### config.mk
export PLATFORM = sky130hd
export DESIGN_NAME = crosswalk_array
export DESIGN_NICKNAME = d
export VERILOG_FILES = /design/src/rtl/crosswalk_array.sv
export SDC_FILE = /design/constraint.sdc
export NUM_CORES = 1
export LEC_CHECK = 0
export CAP_MARGIN = 20
export CORE_ASPECT_RATIO = 2
export CORE_MARGIN = 2
export CORE_UTILIZATION = 53
export CTS_BUF_LIST = sky130_fd_sc_hd__clkbuf_16
export CTS_CLUSTER_DIAMETER = 30
export DETAILED_ROUTE_END_ITERATION = 10
export GPL_ROUTABILITY_DRIVEN = 0
export GPL_TIMING_DRIVEN = 0
export PLACE_DENSITY = 0.72
export SYNTH_ARGS = -nofsm -noshare
export SYNTH_HDL_FRONTEND = slang
export SYNTH_SLANG_ARGS = --single-unit
### constraint.sdc
create_clock -name clk -period 4.8 [get_ports clk]
set_input_delay 0.48 -clock clk [delete_from_list [all_inputs] [get_ports clk]]
set_output_delay 0.48 -clock clk [all_outputs]
set_load 0.02 [all_outputs]
### src/rtl/crosswalk_array.sv
// crosswalk_array
//   NUM_XW independent pedestrian crosswalk heads. Each channel watches its
//   own traffic-phase lights, latches button requests and runs a
//   RED -> WALK -> FLASH cycle timed in prescaled ticks. An illegal light
//   combination forces the channel into ERROR (flashing stop, xw_error=1).
//
// Parameters
//   NUM_XW     number of channels (>=1)
//   TICK_DIV   clk cycles per timing tick (>=2)
//   WALK_TIME  ticks of walk lamp (>=1)
//   BLINK_TIME ticks of flashing stop after walk (>=1)
//
// Ports (one bit per channel unless noted)
//   clk, reset        clock, synchronous active-high reset
//   red/ylw/grn_trffc_light  traffic phase lights, synchronous to clk
//   cross_button      raw asynchronous pedestrian buttons
//   walk_light        walk lamp
//   stop_light        stop (red hand) lamp
//   cross_rqst        pending request to the phase sequencer
//   xw_error          illegal traffic-light combination seen
//   xw_state_o        debug: 2-bit state per channel, slice [2*i +: 2]
//   walk_count        (only with COUNTDOWN_EN) remaining timer per channel,
//                     slice [i*CW +: CW]; 0 in RED/ERROR
//
// Optional feature macro: COUNTDOWN_EN
//
// Handshake: none; all interfaces are level signals sampled every clk edge.
module crosswalk_array #(
  parameter int NUM_XW     = 2,
  parameter int TICK_DIV   = 100000000,
  parameter int WALK_TIME  = 10,
  parameter int BLINK_TIME = 6,
  localparam int CW = $clog2(((WALK_TIME > BLINK_TIME) ? WALK_TIME : BLINK_TIME) + 1)
) (
  input  logic                  clk,
  input  logic                  reset,
  input  logic [NUM_XW-1:0]     red_trffc_light,
  input  logic [NUM_XW-1:0]     ylw_trffc_light,
  input  logic [NUM_XW-1:0]     grn_trffc_light,
  input  logic [NUM_XW-1:0]     cross_button,
  output logic [NUM_XW-1:0]     walk_light,
  output logic [NUM_XW-1:0]     stop_light,
  output logic [NUM_XW-1:0]     cross_rqst,
  output logic [NUM_XW-1:0]     xw_error,
  output logic [2*NUM_XW-1:0]   xw_state_o
`ifdef COUNTDOWN_EN
  ,
  output logic [NUM_XW*CW-1:0]  walk_count
`endif
);

  typedef enum logic [1:0] {
    ST_RED   = 2'd0,
    ST_WALK  = 2'd1,
    ST_FLASH = 2'd2,
    ST_ERROR = 2'd3
  } xw_state_e;

  localparam int            PW         = $clog2(TICK_DIV);
  localparam logic [PW-1:0] PRESC_MAX  = PW'(TICK_DIV - 1);
  localparam logic [PW-1:0] PRESC_ONE  = PW'(1);
  localparam logic [CW-1:0] WALK_LOAD  = CW'(WALK_TIME);
  localparam logic [CW-1:0] BLINK_LOAD = CW'(BLINK_TIME);
  localparam logic [CW-1:0] T_ONE      = CW'(1);

  for (genvar g = 0; g < NUM_XW; g++) begin : g_ch
    xw_state_e     state_q, state_d;
    logic [PW-1:0] presc_q, presc_d;
    logic [CW-1:0] timer_q, timer_d;
    logic          phase_q, phase_d;
    logic          rqst_q, rqst_d;
    logic          sync1_q, sync2_q, prev_q;
    logic          r, y, gr, legal, tick, rise, entry;

    assign r  = red_trffc_light[g];
    assign y  = ylw_trffc_light[g];
    assign gr = grn_trffc_light[g];

    // Exactly one traffic lamp lit is the only legal combination.
    assign legal = (r & ~y & ~gr) | (~r & y & ~gr) | (~r & ~y & gr);
    assign tick  = (presc_q == PRESC_MAX);
    // Edge on the synchronised button: first high sample at edge k shows up
    // here before edge k+2, so the request flop sets on edge k+2 (3rd edge).
    assign rise  = sync2_q & ~prev_q;

    always_comb begin
      state_d = state_q;
      timer_d = timer_q;
      phase_d = phase_q;
      rqst_d  = rqst_q;
      presc_d = presc_q;
      entry   = 1'b0;

      if (tick) begin
        phase_d = ~phase_q;
        if ((state_q == ST_WALK || state_q == ST_FLASH) && timer_q != '0) begin
          timer_d = timer_q - T_ONE;
        end
      end

      case (state_q)
        ST_RED: begin
          if (gr && rqst_q) begin
            state_d = ST_WALK;
            timer_d = WALK_LOAD;
          end
        end
        ST_WALK: begin
          // red is checked first so it wins over a coinciding expiry
          if (r) begin
            state_d = ST_RED;
            timer_d = '0;
          end else if (y || (tick && timer_q == T_ONE)) begin
            state_d = ST_FLASH;
            timer_d = BLINK_LOAD;
            phase_d = 1'b1;
          end
        end
        ST_FLASH: begin
          if (r || (tick && timer_q == T_ONE)) begin
            state_d = ST_RED;
            timer_d = '0;
          end
        end
        ST_ERROR: begin
          if (r) begin
            state_d = ST_RED;
            timer_d = '0;
          end
        end
        default: begin
          state_d = ST_RED;
        end
      endcase

      // Illegal lights override every other transition.
      if (!legal) begin
        state_d = ST_ERROR;
        timer_d = '0;
        if (state_q != ST_ERROR) begin
          phase_d = 1'b1;
        end
      end

      entry = (state_d != state_q);

      // Prescaler restarts on every state entry so state durations are
      // exact multiples of TICK_DIV.
      if (entry || tick) begin
        presc_d = '0;
      end else begin
        presc_d = presc_q + PRESC_ONE;
      end

      if (rise && state_q != ST_WALK) begin
        rqst_d = 1'b1;
      end
      if (entry && state_d == ST_WALK) begin
        rqst_d = 1'b0;
      end
    end

    always_ff @(posedge clk) begin
      if (reset) begin
        state_q <= ST_RED;
        presc_q <= '0;
        timer_q <= '0;
        phase_q <= 1'b0;
        rqst_q  <= 1'b0;
        sync1_q <= 1'b0;
        sync2_q <= 1'b0;
        prev_q  <= 1'b0;
      end else begin
        state_q <= state_d;
        presc_q <= presc_d;
        timer_q <= timer_d;
        phase_q <= phase_d;
        rqst_q  <= rqst_d;
        sync1_q <= cross_button[g];
        sync2_q <= sync1_q;
        prev_q  <= sync2_q;
      end
    end

    // Outputs are straight decodes of flops, so they move on the state edge.
    assign walk_light[g]        = (state_q == ST_WALK);
    assign stop_light[g]        = (state_q == ST_RED) |
                                  (((state_q == ST_FLASH) | (state_q == ST_ERROR)) & phase_q);
    assign cross_rqst[g]        = rqst_q;
    assign xw_error[g]          = (state_q == ST_ERROR);
    assign xw_state_o[2*g +: 2] = state_q;

`ifdef COUNTDOWN_EN
    assign walk_count[g*CW +: CW] =
      (state_q == ST_WALK || state_q == ST_FLASH) ? timer_q : '0;
`endif
  end

endmodule
**Word-level counts from Yosys, hierarchy flattened**

Index checks and enable logic that the tools add are counted.

- $add $sub $neg: 4
- Equal/unequal tests: 18
- Multiplexer cells: 42
- Bitwise logic cells: 36
- Reductions and logical operators: 28

Operator list:

| kind | count |
|---|---|
| two-way mux 4 bit | 14 |
| adder 27 x 1 -> 27 bit (second input constant) | 2 |
| equality test 27 bit (second input constant) | 2 |
| case mux 4 bit (4 select lines) | 2 |
| two-way mux 2 bit | 12 |
| AND 1 bit | 16 |
| case mux 2 bit (4 select lines) | 2 |
| two-way mux 1 bit | 12 |
| NOT 1 bit | 12 |
| OR reduction 2 bit | 6 |
| logical AND 1 bit | 10 |
| equality test 2 x 1 -> 1 bit (second input constant) | 4 |
| equality test 2 bit (second input constant) | 4 |
| equality test 4 x 1 -> 1 bit (second input constant) | 2 |
| logical OR 1 bit | 8 |
| bitwise OR 1 bit | 8 |
| nonzero test 4 bit | 2 |
| subtractor 4 x 1 -> 4 bit (second input constant) | 2 |
| zero test 2 bit | 2 |
| != test 2 x 1 -> 1 bit (second input constant) | 2 |
| != test 2 bit | 2 |
| != test 2 bit (second input constant) | 2 |

- Bits in registers: 76
- Input bits: 10
- Word-level logic and storage cells: 144

**Longest topological paths before layout**

Gate-level depths: netlist of run 1.

- Depth after elaboration: 10
- Mapped depth: 11

**Least setup slack after synthesis of run 1**

Ideal clock, no wire load.

- Path kind: reg2reg
- From: register g_ch[0].state_q[1]
- To: register g_ch[0].presc_q[0]
- Library setup time: 132 ps
- Arrival time: 2,433 ps
- Required time: 4,668 ps
- Path slack: 2,235 ps
- Stages on the path, launching flop included: 12
- Buffers on the path: 3
- Period minus slack after synthesis: 2,565 ps
- Path through: dfxtp_1 > clkbuf_1 > inv_1 > ha_1 > clkbuf_1 > a21boi_0 > a22oi_1 > a21oi_1 > o21ai_1 > a22oi_1 > clkbuf_1 > nor3_1

- Word-level cells in the longest chain between the ends: 7
- Elaborated cells on any way between the ends: 14
- Classes of those cells: eq/ne (4); mux (7); reduce/logical (3)

RTL lines:

| item | RTL line | source |
|---|---|---|
| start: declaration | 67 | `xw_state_e state_q, state_d;` |
| start signal: assignment | 174 | `state_q <= state_d;` |
| two-way mux 2 bit | 113 | `end else if (y \|\| (tick && timer_q == T_ONE)) begin` |
| two-way mux 2 bit | 110 | `if (r) begin` |
| case mux 2 bit (4 select lines) | 101 | `case (state_q)` |
| two-way mux 2 bit | 137 | `if (!legal) begin` |
| != test 2 bit (*) | 145 | `entry = (state_d != state_q);` |
| logical OR 1 bit (*) | 149 | `if (entry \|\| tick) begin` |
| OR reduction 2 bit (no source line) (*) | - |  |
| end signal: assignment | 175 | `presc_q <= presc_d;` |
| end: declaration | 68 | `logic [PW-1:0] presc_q, presc_d;` |

Every way passes the cells marked *; elsewhere a longest branch is shown, timed or not.
A chain may end at the register's enable or synchronous reset.

**Worst setup path in the final report of run 1**

- From: register g_ch[0].presc_q[12]
- To: register g_ch[0].presc_q[19]

- Word-level cells in the longest chain between the ends: 10
- Elaborated cells on any way between the ends: 13
- Classes of those cells: add/sub (1); eq/ne (2); mux (5); reduce/logical (5)

RTL lines:

| item | RTL line | source |
|---|---|---|
| equality test 27 bit | 81 | `assign tick = (presc_q == PRESC_MAX);` |
| logical AND 1 bit | 113, 120 |  |
| logical OR 1 bit | 113 |  |
| two-way mux 2 bit | 113 |  |
| two-way mux 2 bit | 110 |  |
| case mux 2 bit (4 select lines) | 101 |  |
| two-way mux 2 bit | 137 |  |
| != test 2 bit | 145 |  |
| logical OR 1 bit | 149 |  |
| OR reduction 2 bit (no source line) | - |  |

Parallel ways exist; a longest one is shown, timed or not.

==> metrics.cfg, run 1 <==
[status]
status=complete, no violations

[power_and_ir_drop]
finalPower_mw=1.65
power_density_nw_per_um2=321
p_leak_nw=1.83
ir_drop_mv=0.206

[logic_synthesis]
ys_types=65
syn_area_um2=4490
synthTopCellsByArea=dfxtp_1 (34%), xor2_1 (7.6%), nand3_1 (4.5%), xnor2_1 (4.1%), nor2_1 (3.9%)
async_flop_share_pct=0
synth_edf_count=0
ys_ff_latch=76
synth_cells=515
synth_warnings=0
synth_top_area_share_pct=33.9
syn-num-nets=539
ys.flop_type=dfxtp_1
yosys.area.top_type=dfxtp_1
seq_area_frac_synth_pct=33.9
syn-mean-instance-area_um2=8.71

[cells_and_area]
fin_area_um2=5130
nets=569
n_fill_cell=736
drive_gt1_share_pct=12.0
n_antenna_cell=0
syn_to_final_growth_pct=14.4
fin_util_pct=62.4

[clock_tree]
clk_pin_slew_ps=60
cts_buffer_depth=2
clock_latency_ps=340
cts.sinks=76
cts_resized=0
htreeDepth=3
cts_tree=yes
hold_buffers=0
cts_root_buffer=clkbuf_16
postCtsSetupBuffers=0
cts_inserted_buffers=9

[worst_hold_path]
worstHoldStart=g_ch[0].sync1_q
min_path_cells=1
hp-class=reg -> reg
hold_end=g_ch[0].sync2_q

[grt]
grt_pass1_vias=3983
grt_start_max_net_pins=14
track_usage_pct=24.7
antenna_found_initial=0
grt_pass1_wl_um=18400
gr-total-overflow=0

[sta]
maxSlewViolCount=0
tns_ps=0
finalClockSkew_ps=7.63
rsz0062_at_grt=no
hold_violations=0
worst_pin_slew_ps=996
min_period_over_period_pct=72.9
fmax_mhz=286
post-route-min-period_ps=3500
max_slew_margin_pct=33.6
setup_violations=0

[route]
drtIter0Drc=231
dr.pass1.iters=6
wl_per_cell_um=16.8
vias_per_cell=6.05
routed_wl_um=10900
remaining_drc_errors=0
routed-via-count=3922
final_antenna_net_count=0

[floorplanning]
die_height_um=134
io_pins=22
chipWidth_um=69.1
core_um2=8230
initial_core_util_pct=54.5
rows=47
die-area_um2=9260

[critical_path]
startpoint_type=flop
rr_worst_depth=8
r2r_slack_ps=1300
crit_path_top_delay_cell=a22oi_1
r2r-start=g_ch[0].presc_q[12]
worst_path_largest_cell_delay_ps=810
timing.rr.end=g_ch[0].presc_q[19]
critPathKind=reg -> reg
path_max_fanout=10
endpoint_kind=flop
cp.required_ps=4990
cp_cell_sequence=clkbuf_1 -> nor4b_1 -> nand4_1 -> nor4_1 -> o211ai_1 -> a22oi_1 -> clkbuf_1 -> nor4_1
worstPathArrival_ps=3700

[placement]
hpwl_um=8050
port_buffers=18
dpl_cell_area_um2=4790

[flow_run]
cap_violations=0

-- worst max-delay path, delay by kind of cell, from the launching register on --
kind            cells  cell delay [ps]
compound gates      2             1070
buf+inv             2              600
simple gates        4             1390
flops               1              300
-- per-layer routing --
layer | share of wire [%] | track usage [%]
met3 | 2.9 | 4.88
met1 | 36 | 24.4
met5 | 0 | 0
met2 | 56 | 45.9
met4 | 4.3 | 15.7
-- metrics by stage --
step | hold WS, ps | setup slack (ps) | std cells
final | 448 | 1300 | 648
after global routing | 463 | 1030 | 648
after CTS | 455 | 1340 | 648
after detailed placement | 425 | 1360 | 632
after global placement | 436 | 1470 | 631
after floorplan | 414 | 2240 | 515
-- logic make-up after synthesis --
group,share of synthesized area [%]
compound gates,8.76
mux,0.474
fa+ha+maj,3.91
buf+inv,6.22
simple gates,35.0
xor+xnor,11.7
flops,33.9
-- cells in the final DEF (no fill, tap or decap), types with 4 or more instances in the layout --
cell,synthesis,routed
dfxtp_1,76,76
nor2_1,47,47
nand3_1,40,40
xor2_1,39,39
nand2_1,30,30
nor4_1,27,27
inv_1,23,23
xnor2_1,21,21
nor3_1,19,19
clkdlybuf4s50_1,0,18
nand4_1,16,16
clkbuf_1,15,15
ha_1,14,14
o21ai_0,12,12
nor4_2,10,10
nor3_2,10,10
a21oi_1,9,9
nor2b_1,9,9
clkbuf_16,0,9
and3_1,8,8
buf_6,6,6
nor3b_1,5,5
o21ai_1,4,4
nor4bb_1,4,4
o211ai_1,4,4
-- layout make-up --
| class | count | area [µm²] | area share (%) |
|---|---|---|---|
| Multi-Input combinational cell | 389 | 2690 | 52.3 |
| Sequential cell | 76 | 1520 | 29.6 |
| Clock buffer | 9 | 225 | 4.39 |
| Buffer | 27 | 193 | 3.75 |
| Timing Repair Buffer | 19 | 185 | 3.61 |
| Tap cell | 98 | 123 | 2.39 |
| Clock inverter | 7 | 115 | 2.24 |
| Inverter | 23 | 86.3 | 1.68 |
-- cell usage after synthesis, drive strengths merged (9+ instances only) --
library cell / instances
xnor2: 21
nand4: 17
nor4: 37
nand2: 30
inv: 23
nor2: 48
dfxtp: 76
nand3: 40
xor2: 39
clkbuf: 18
nor2b: 9
and3: 10
a21oi: 10
o21ai: 16
nor3: 30
ha: 14
-- power by group --
part	switching (mW)	total, mW	internal (mW)
combinational	0.141	0.223	0.0811
clock	0.267	0.773	0.506
sequential	0.0122	0.654	0.642
-- worst max path at each step --
stage / from / endpoint / slack (ps)
floorplan: g_ch[0].state_q[1] / g_ch[0].presc_q[0] / 2240
global placement: red_trffc_light[0] / g_ch[0].presc_q[0] / 1470
detailed placement: g_ch[0].presc_q[12] / g_ch[0].presc_q[19] / 1360
CTS: g_ch[0].presc_q[12] / g_ch[0].presc_q[19] / 1340
global route: g_ch[0].presc_q[12] / g_ch[0].presc_q[19] / 1030
finish: g_ch[0].presc_q[12] / g_ch[0].presc_q[19] / 1300
-- registers in the layout (all words and copies together), names as in the netlist --
signal and flops:
g_ch.prev_q 2, g_ch.presc_q 54, g_ch.rqst_q 2, g_ch.sync1_q 2, g_ch.timer_q 8, g_ch.sync2_q 2, g_ch.phase_q 2, g_ch.state_q 4
No activity file was read; power rests on OpenSTA's default activity.
==> run 2: changes to the inputs <==
Clock period 4.8 ns to 3.59 ns, I/O delays scaled along.
==> run 2 against run 1 <==
Hold slack lost 0.87 ps. Highest routed layer unchanged. Critical path type unchanged. Setup slack lost 920 ps. Global-route usage is the same. Clock-buffer cell count is the same. Register-to-register slack lost 920 ps. Largest power group unchanged.
==> metrics.cfg, run 2 (synthesis gave the netlist of run 1 again) <==
[clock_tree]
cts_inserted_buffers=9  ; unchanged
htreeDepth=3  ; unchanged
clk_pin_slew_ps=60  ; about the same
cts_tree=yes  ; unchanged
clock_latency_ps=340  ; about the same
cts.sinks=76  ; unchanged
cts_buffer_depth=2  ; unchanged
cts_root_buffer=clkbuf_16  ; unchanged

[critical_path]
critPathKind=reg -> reg  ; unchanged
r2r-start=g_ch[0].presc_q[12]  ; unchanged
worstPathArrival_ps=3410  ; was 3700 ps
startpoint_type=flop  ; unchanged
rr_worst_depth=8  ; unchanged
endpoint_kind=flop  ; unchanged
r2r_slack_ps=380  ; was 1300 ps
timing.rr.end=g_ch[0].presc_q[19]  ; unchanged
path_max_fanout=10  ; unchanged
cp.required_ps=3790  ; was 4990 ps

[floorplanning]
die-area_um2=9260  ; unchanged
rows=47  ; unchanged
chipWidth_um=69.1  ; unchanged
core_um2=8230  ; unchanged
initial_core_util_pct=54.5  ; unchanged
die_height_um=134  ; unchanged
io_pins=22  ; unchanged

[placement]
port_buffers=18  ; unchanged
dpl_cell_area_um2=4790  ; unchanged
hpwl_um=8050  ; unchanged
place_ws_ps=150  ; was 1360 ps

[route]
routed-via-count=3911  ; was 3922
final_antenna_net_count=0  ; unchanged
drtIter0Drc=234  ; was 231
remaining_drc_errors=0  ; unchanged
wl_per_cell_um=16.8  ; about the same
routed_wl_um=10900  ; about the same
dr.pass1.iters=4  ; was 6
vias_per_cell=6.04  ; was 6.05

[cells_and_area]
n_antenna_cell=0  ; unchanged
final_cell_mix=dfxtp_1 (76), nor2_1 (47), nand3_1 (40)  ; unchanged
syn_to_final_growth_pct=14.6  ; was 14.4%
regMostFlops=g_ch.presc_q  ; unchanged
reg_top3=g_ch.presc_q x54, g_ch.timer_q x8, g_ch.state_q x4  ; unchanged
nets=569  ; unchanged
fin_area_um2=5140  ; was 5130 µm²
drive_gt1_share_pct=12.2  ; was 12.0%
layout_commonest_cell=dfxtp_1  ; unchanged
largest_register_ffs=54  ; unchanged
n_fill_cell=734  ; was 736

[grt]
antenna_found_initial=0  ; unchanged
track_usage_pct=24.7  ; unchanged
grt_start_max_net_pins=14  ; unchanged
grt_pass1_wl_um=18400  ; unchanged
gr-total-overflow=0  ; unchanged
grt_pass1_vias=3983  ; unchanged

[sta]
rsz0062_at_grt=no  ; unchanged
worst_slack_ps=376  ; was 1300 ps
post-route-min-period_ps=3210  ; was 3500 ps
worst_pin_slew_ps=728  ; was 996 ps
max_slew_margin_pct=51.0  ; was 33.6%
fmax_mhz=311  ; was 286 MHz
min_period_over_period_pct=89.5  ; was 72.9%
tns_ps=0  ; unchanged
finalClockSkew_ps=6.51  ; was 7.63 ps
hold_violations=0  ; unchanged
maxSlewViolCount=0  ; unchanged
setup_violations=0  ; unchanged

[status]
status=complete, no violations  ; unchanged

[power_and_ir_drop]
ir_drop_mv=0.275  ; was 0.206 mV
p_leak_nw=1.83  ; about the same
power_density_nw_per_um2=430  ; was 321 nW/µm²

[flow_run]
cap_violations=0  ; unchanged

[worst_hold_path]
min_path_cells=3  ; was 1
hp-class=in -> reg  ; was reg -> reg
hold_end=g_ch[1].timer_q[2]  ; was g_ch[0].sync2_q
worstHoldStart=ylw_trffc_light[1]  ; was g_ch[0].sync1_q

-- run 2: routing by layer --
metal  track usage, %  vias to the layer above  share of wire (%)
met5                0                        -                  0
met4             15.7                        0                3.8
met3             4.88                       34                2.6
met2             45.9                       80                 57
met1             24.4                     1879                 37
li1                 -                     1918                  -
-- run 2: stage by stage --
| step | util, % | hold slack (ps) | total power, mW | cells |
|---|---|---|---|---|
| final | 62.4 | 447 | 2.21 | 648 |
| after global routing | 62.4 | 463 | 2.28 | 648 |
| after CTS | 62.4 | 429 | 2.22 | 648 |
| after detailed placement | 58.2 | 425 | 1.19 | 632 |
| after global placement | 58.2 | 436 | 1.18 | 631 |
| after floorplan | - | 414 | 1.09 | 515 |
-- run 2: worst max-delay path, cell delays in order (launching register included) --
cell	delay (ps)
dfxtp_1	300
clkbuf_1	160
nor4b_1	330
nand4_1	250
nor4_1	700
o211ai_1	270
a22oi_2	520
clkbuf_1	430
nor4_1	110
-- run 2: layout make-up --
| type | count | area, µm² | share of cell area [%] |
|---|---|---|---|
| inverter | 23 | 86.3 | 1.68 |
| timing repair buffer | 19 | 185 | 3.60 |
| buffer | 27 | 193 | 3.75 |
| clock buffer | 9 | 225 | 4.38 |
| multi-input combinational | 389 | 2690 | 52.3 |
| sequential | 76 | 1520 | 29.6 |
| tap | 98 | 123 | 2.39 |
| clock inverter | 7 | 115 | 2.24 |
-- run 2: power breakdown --
part | internal, mW | leakage, nW | switching, mW
logic | 0.109 | 1.05 | 0.190
registers | 0.859 | 0.616 | 0.0162
clock network | 0.676 | 0.161 | 0.359
total | 1.64 | 1.83 | 0.565
-- run 2: worst max path at each step --
stage / start / endpoint / slack, ps / cells past startpoint
after floorplan: g_ch[0].state_q[1] / g_ch[0].presc_q[0] / 1030 / 11
after global placement: g_ch[0].presc_q[12] / g_ch[0].presc_q[0] / 290 / 8
after detailed placement: g_ch[0].presc_q[12] / g_ch[0].presc_q[19] / 150 / 8
after CTS: g_ch[0].presc_q[12] / g_ch[0].presc_q[19] / 130 / 8
after global routing: g_ch[0].presc_q[12] / g_ch[0].presc_q[19] / 130 / 8
final: g_ch[0].presc_q[12] / g_ch[0].presc_q[19] / 380 / 8
-- run 2: what timing repair did --
action                     in CTS  in global routing
hold buffers                    0                  0
hold endpoints to repair        0                  0
setup endpoints to repair       0                 20
resized for setup               0                  1
setup buffers                   0                  0
==> run 3: changes to the inputs <==
Settings changed: MAX_ROUTING_LAYER from default to met4.
==> run 3 against run 2 <==
Non-clock buffer count stayed put. Hold slack worse by 1.3 ps. Via count is 0.10% lower. Sequential power hardly changed. Critical endpoint unchanged. Largest cell class unchanged. Largest power group unchanged.
==> metrics.cfg, run 3 (synthesis gave the netlist of run 1 again) <==
[status]
status=complete, no violations  ; unchanged

[cells_and_area]
seq_area_um2=1520  ; unchanged
largest_register_ffs=54  ; unchanged
layout_commonest_cell=dfxtp_1  ; unchanged
multi_input_area_um2=2690  ; unchanged
n_fill_cell=734  ; unchanged
drive_gt1_share_pct=12.2  ; unchanged
final_cell_mix=dfxtp_1 (76), nor2_1 (47), nand3_1 (40)  ; unchanged
syn_to_final_growth_pct=14.6  ; unchanged
reg_top3=g_ch.presc_q x54, g_ch.timer_q x8, g_ch.state_q x4  ; unchanged
regMostFlops=g_ch.presc_q  ; unchanged
nets=569  ; unchanged
fin_area_um2=5140  ; unchanged
n_antenna_cell=0  ; unchanged

[critical_path]
cp_cell_sequence=clkbuf_1 -> nor4b_1 -> nand4_1 -> nor4_1 -> o211ai_1 -> a22oi_2 -> clkbuf_1 -> nor4_1  ; unchanged
startpoint_type=flop  ; unchanged
rr_worst_depth=8  ; unchanged
path_max_fanout=10  ; unchanged
critPathKind=reg -> reg  ; unchanged
path_delay_family=simple AND/OR/NAND/NOR gates  ; unchanged
worst_path_largest_cell_delay_ps=670  ; was 700 ps
cp.required_ps=3780  ; was 3790 ps
worstPathArrival_ps=3360  ; was 3410 ps
crit_path_top_delay_cell=nor4_1  ; unchanged
r2r_slack_ps=420  ; was 380 ps
path_buf_inv=2  ; unchanged
timing.rr.end=g_ch[0].presc_q[19]  ; unchanged
r2r-start=g_ch[0].presc_q[12]  ; unchanged
endpoint_kind=flop  ; unchanged

[sta]
post-route-min-period_ps=3170  ; was 3210 ps
worst_pin_slew_ps=702  ; was 728 ps
maxSlewViolCount=0  ; unchanged
tns_ps=0  ; unchanged
fmax_mhz=316  ; was 311 MHz
setup_violations=0  ; unchanged
rsz0062_at_grt=no  ; unchanged
finalClockSkew_ps=7.80  ; was 6.51 ps
max_slew_margin_pct=52.8  ; was 51.0%
finalHoldWorstSlack_ps=446  ; was 447 ps
min_period_over_period_pct=88.2  ; was 89.5%
hold_violations=0  ; unchanged

[flow_run]
cap_violations=0  ; unchanged

[grt]
track_usage_pct=25.4  ; was 24.7%
gr-total-overflow=0  ; unchanged
antenna_found_initial=0  ; unchanged
grt_start_max_net_pins=14  ; unchanged
grt_pass1_wl_um=18300  ; was 18400 µm
grt_pass1_vias=3979  ; was 3983

[clock_tree]
cts_inserted_buffers=9  ; unchanged
cts_tree=yes  ; unchanged
cts_root_buffer=clkbuf_16  ; unchanged
clk_pin_slew_ps=60  ; about the same
clock_latency_ps=340  ; about the same
htreeDepth=3  ; unchanged
postCtsSetupBuffers=0  ; unchanged
hold_buffers=0  ; unchanged
cts_buffer_depth=2  ; unchanged
cts.sinks=76  ; unchanged

[power_and_ir_drop]
p_leak_nw=1.83  ; unchanged
ir_drop_mv=0.275  ; about the same
finalPower_mw=2.21  ; about the same
power_density_nw_per_um2=429  ; was 430 nW/µm²

[route]
routed-via-count=3907  ; was 3911
final_antenna_net_count=0  ; unchanged
vias_per_cell=6.03  ; was 6.04
routed_wl_um=10900  ; about the same
wl_per_cell_um=16.8  ; about the same
remaining_drc_errors=0  ; unchanged
dr.pass1.iters=5  ; was 4
drtIter0Drc=293  ; was 234

[worst_hold_path]
worstHoldStart=ylw_trffc_light[1]  ; unchanged
min_path_cells=3  ; unchanged
hp-class=in -> reg  ; unchanged
hold_end=g_ch[1].timer_q[2]  ; unchanged

[floorplanning]
core_um2=8230  ; unchanged
initial_core_util_pct=54.5  ; unchanged
die-area_um2=9260  ; unchanged
io_pins=22  ; unchanged
chipWidth_um=69.1  ; unchanged
rows=47  ; unchanged
die_height_um=134  ; unchanged

[placement]
hpwl_um=8050  ; unchanged
port_buffers=18  ; unchanged
dpl_cell_area_um2=4790  ; unchanged

[run 3: cell counts in the layout (fill, tap and decap cells not counted)]
Identical to the previous run, type by type.
[run 3: layer usage]
layer / track usage [%] / wire length, µm / vias to the layer above
li1: - / - / 1917
met1: 24.4 / 3950 / 1854
met2: 45.9 / 6180 / 95
met3: 4.21 / 280 / 41
met4: 16.3 / 463 / 0
met5: - / 0 / -
[run 3: area by class of cell]
cell class | instances | share of cell area [%]
sequential | 76 | 29.6
timing repair buffer | 19 | 3.60
inverter | 23 | 1.68
buffer | 27 | 3.75
tap | 98 | 2.39
clock buffer | 9 | 4.38
multi-input combinational | 389 | 52.3
clock inverter | 7 | 2.24
[run 3: report_power, final]
group          leakage [nW]  switching [mW]  internal (mW)
clock                 0.161           0.357          0.676
combinational          1.05           0.190          0.109
sequential            0.616          0.0161          0.859
total                  1.83           0.563           1.64
[run 3: what timing repair did]
action,4_1_cts,5_1_grt
hold endpoints to repair,0,0
endpoints found under the setup margin,0,20
gates resized for setup,0,1
[run 3: metrics by stage]
| stage | util, % | instances | setup WS [ps] |
|---|---|---|---|
| final | 62.4 | 648 | 422 |
| after floorplan | - | 515 | 1030 |
| after detailed placement | 58.2 | 632 | 150 |
| after global placement | 58.2 | 631 | 293 |
| after CTS | 62.4 | 648 | 133 |
| after global routing | 62.4 | 648 | 133 |
[run 3: how the worst max path moves through the flow]
stage / endpoint / slack, ps / cells after the start / from
after floorplan: g_ch[0].presc_q[0] / 1030 / 11 / g_ch[0].state_q[1]
after global placement: g_ch[0].presc_q[0] / 290 / 8 / g_ch[0].presc_q[12]
after detailed placement: g_ch[0].presc_q[19] / 150 / 8 / g_ch[0].presc_q[12]
after CTS: g_ch[0].presc_q[19] / 130 / 8 / g_ch[0].presc_q[12]
after global routing: g_ch[0].presc_q[19] / 130 / 8 / g_ch[0].presc_q[12]
final: g_ch[0].presc_q[19] / 420 / 8 / g_ch[0].presc_q[12]
[run 3: worst reg2reg max path: stages, from the launching register on]
cell	delay, ps
dfxtp_1	300
clkbuf_1	160
nor4b_1	330
nand4_1	250
nor4_1	680
o211ai_1	260
a22oi_2	510
clkbuf_1	430
nor4_1	110
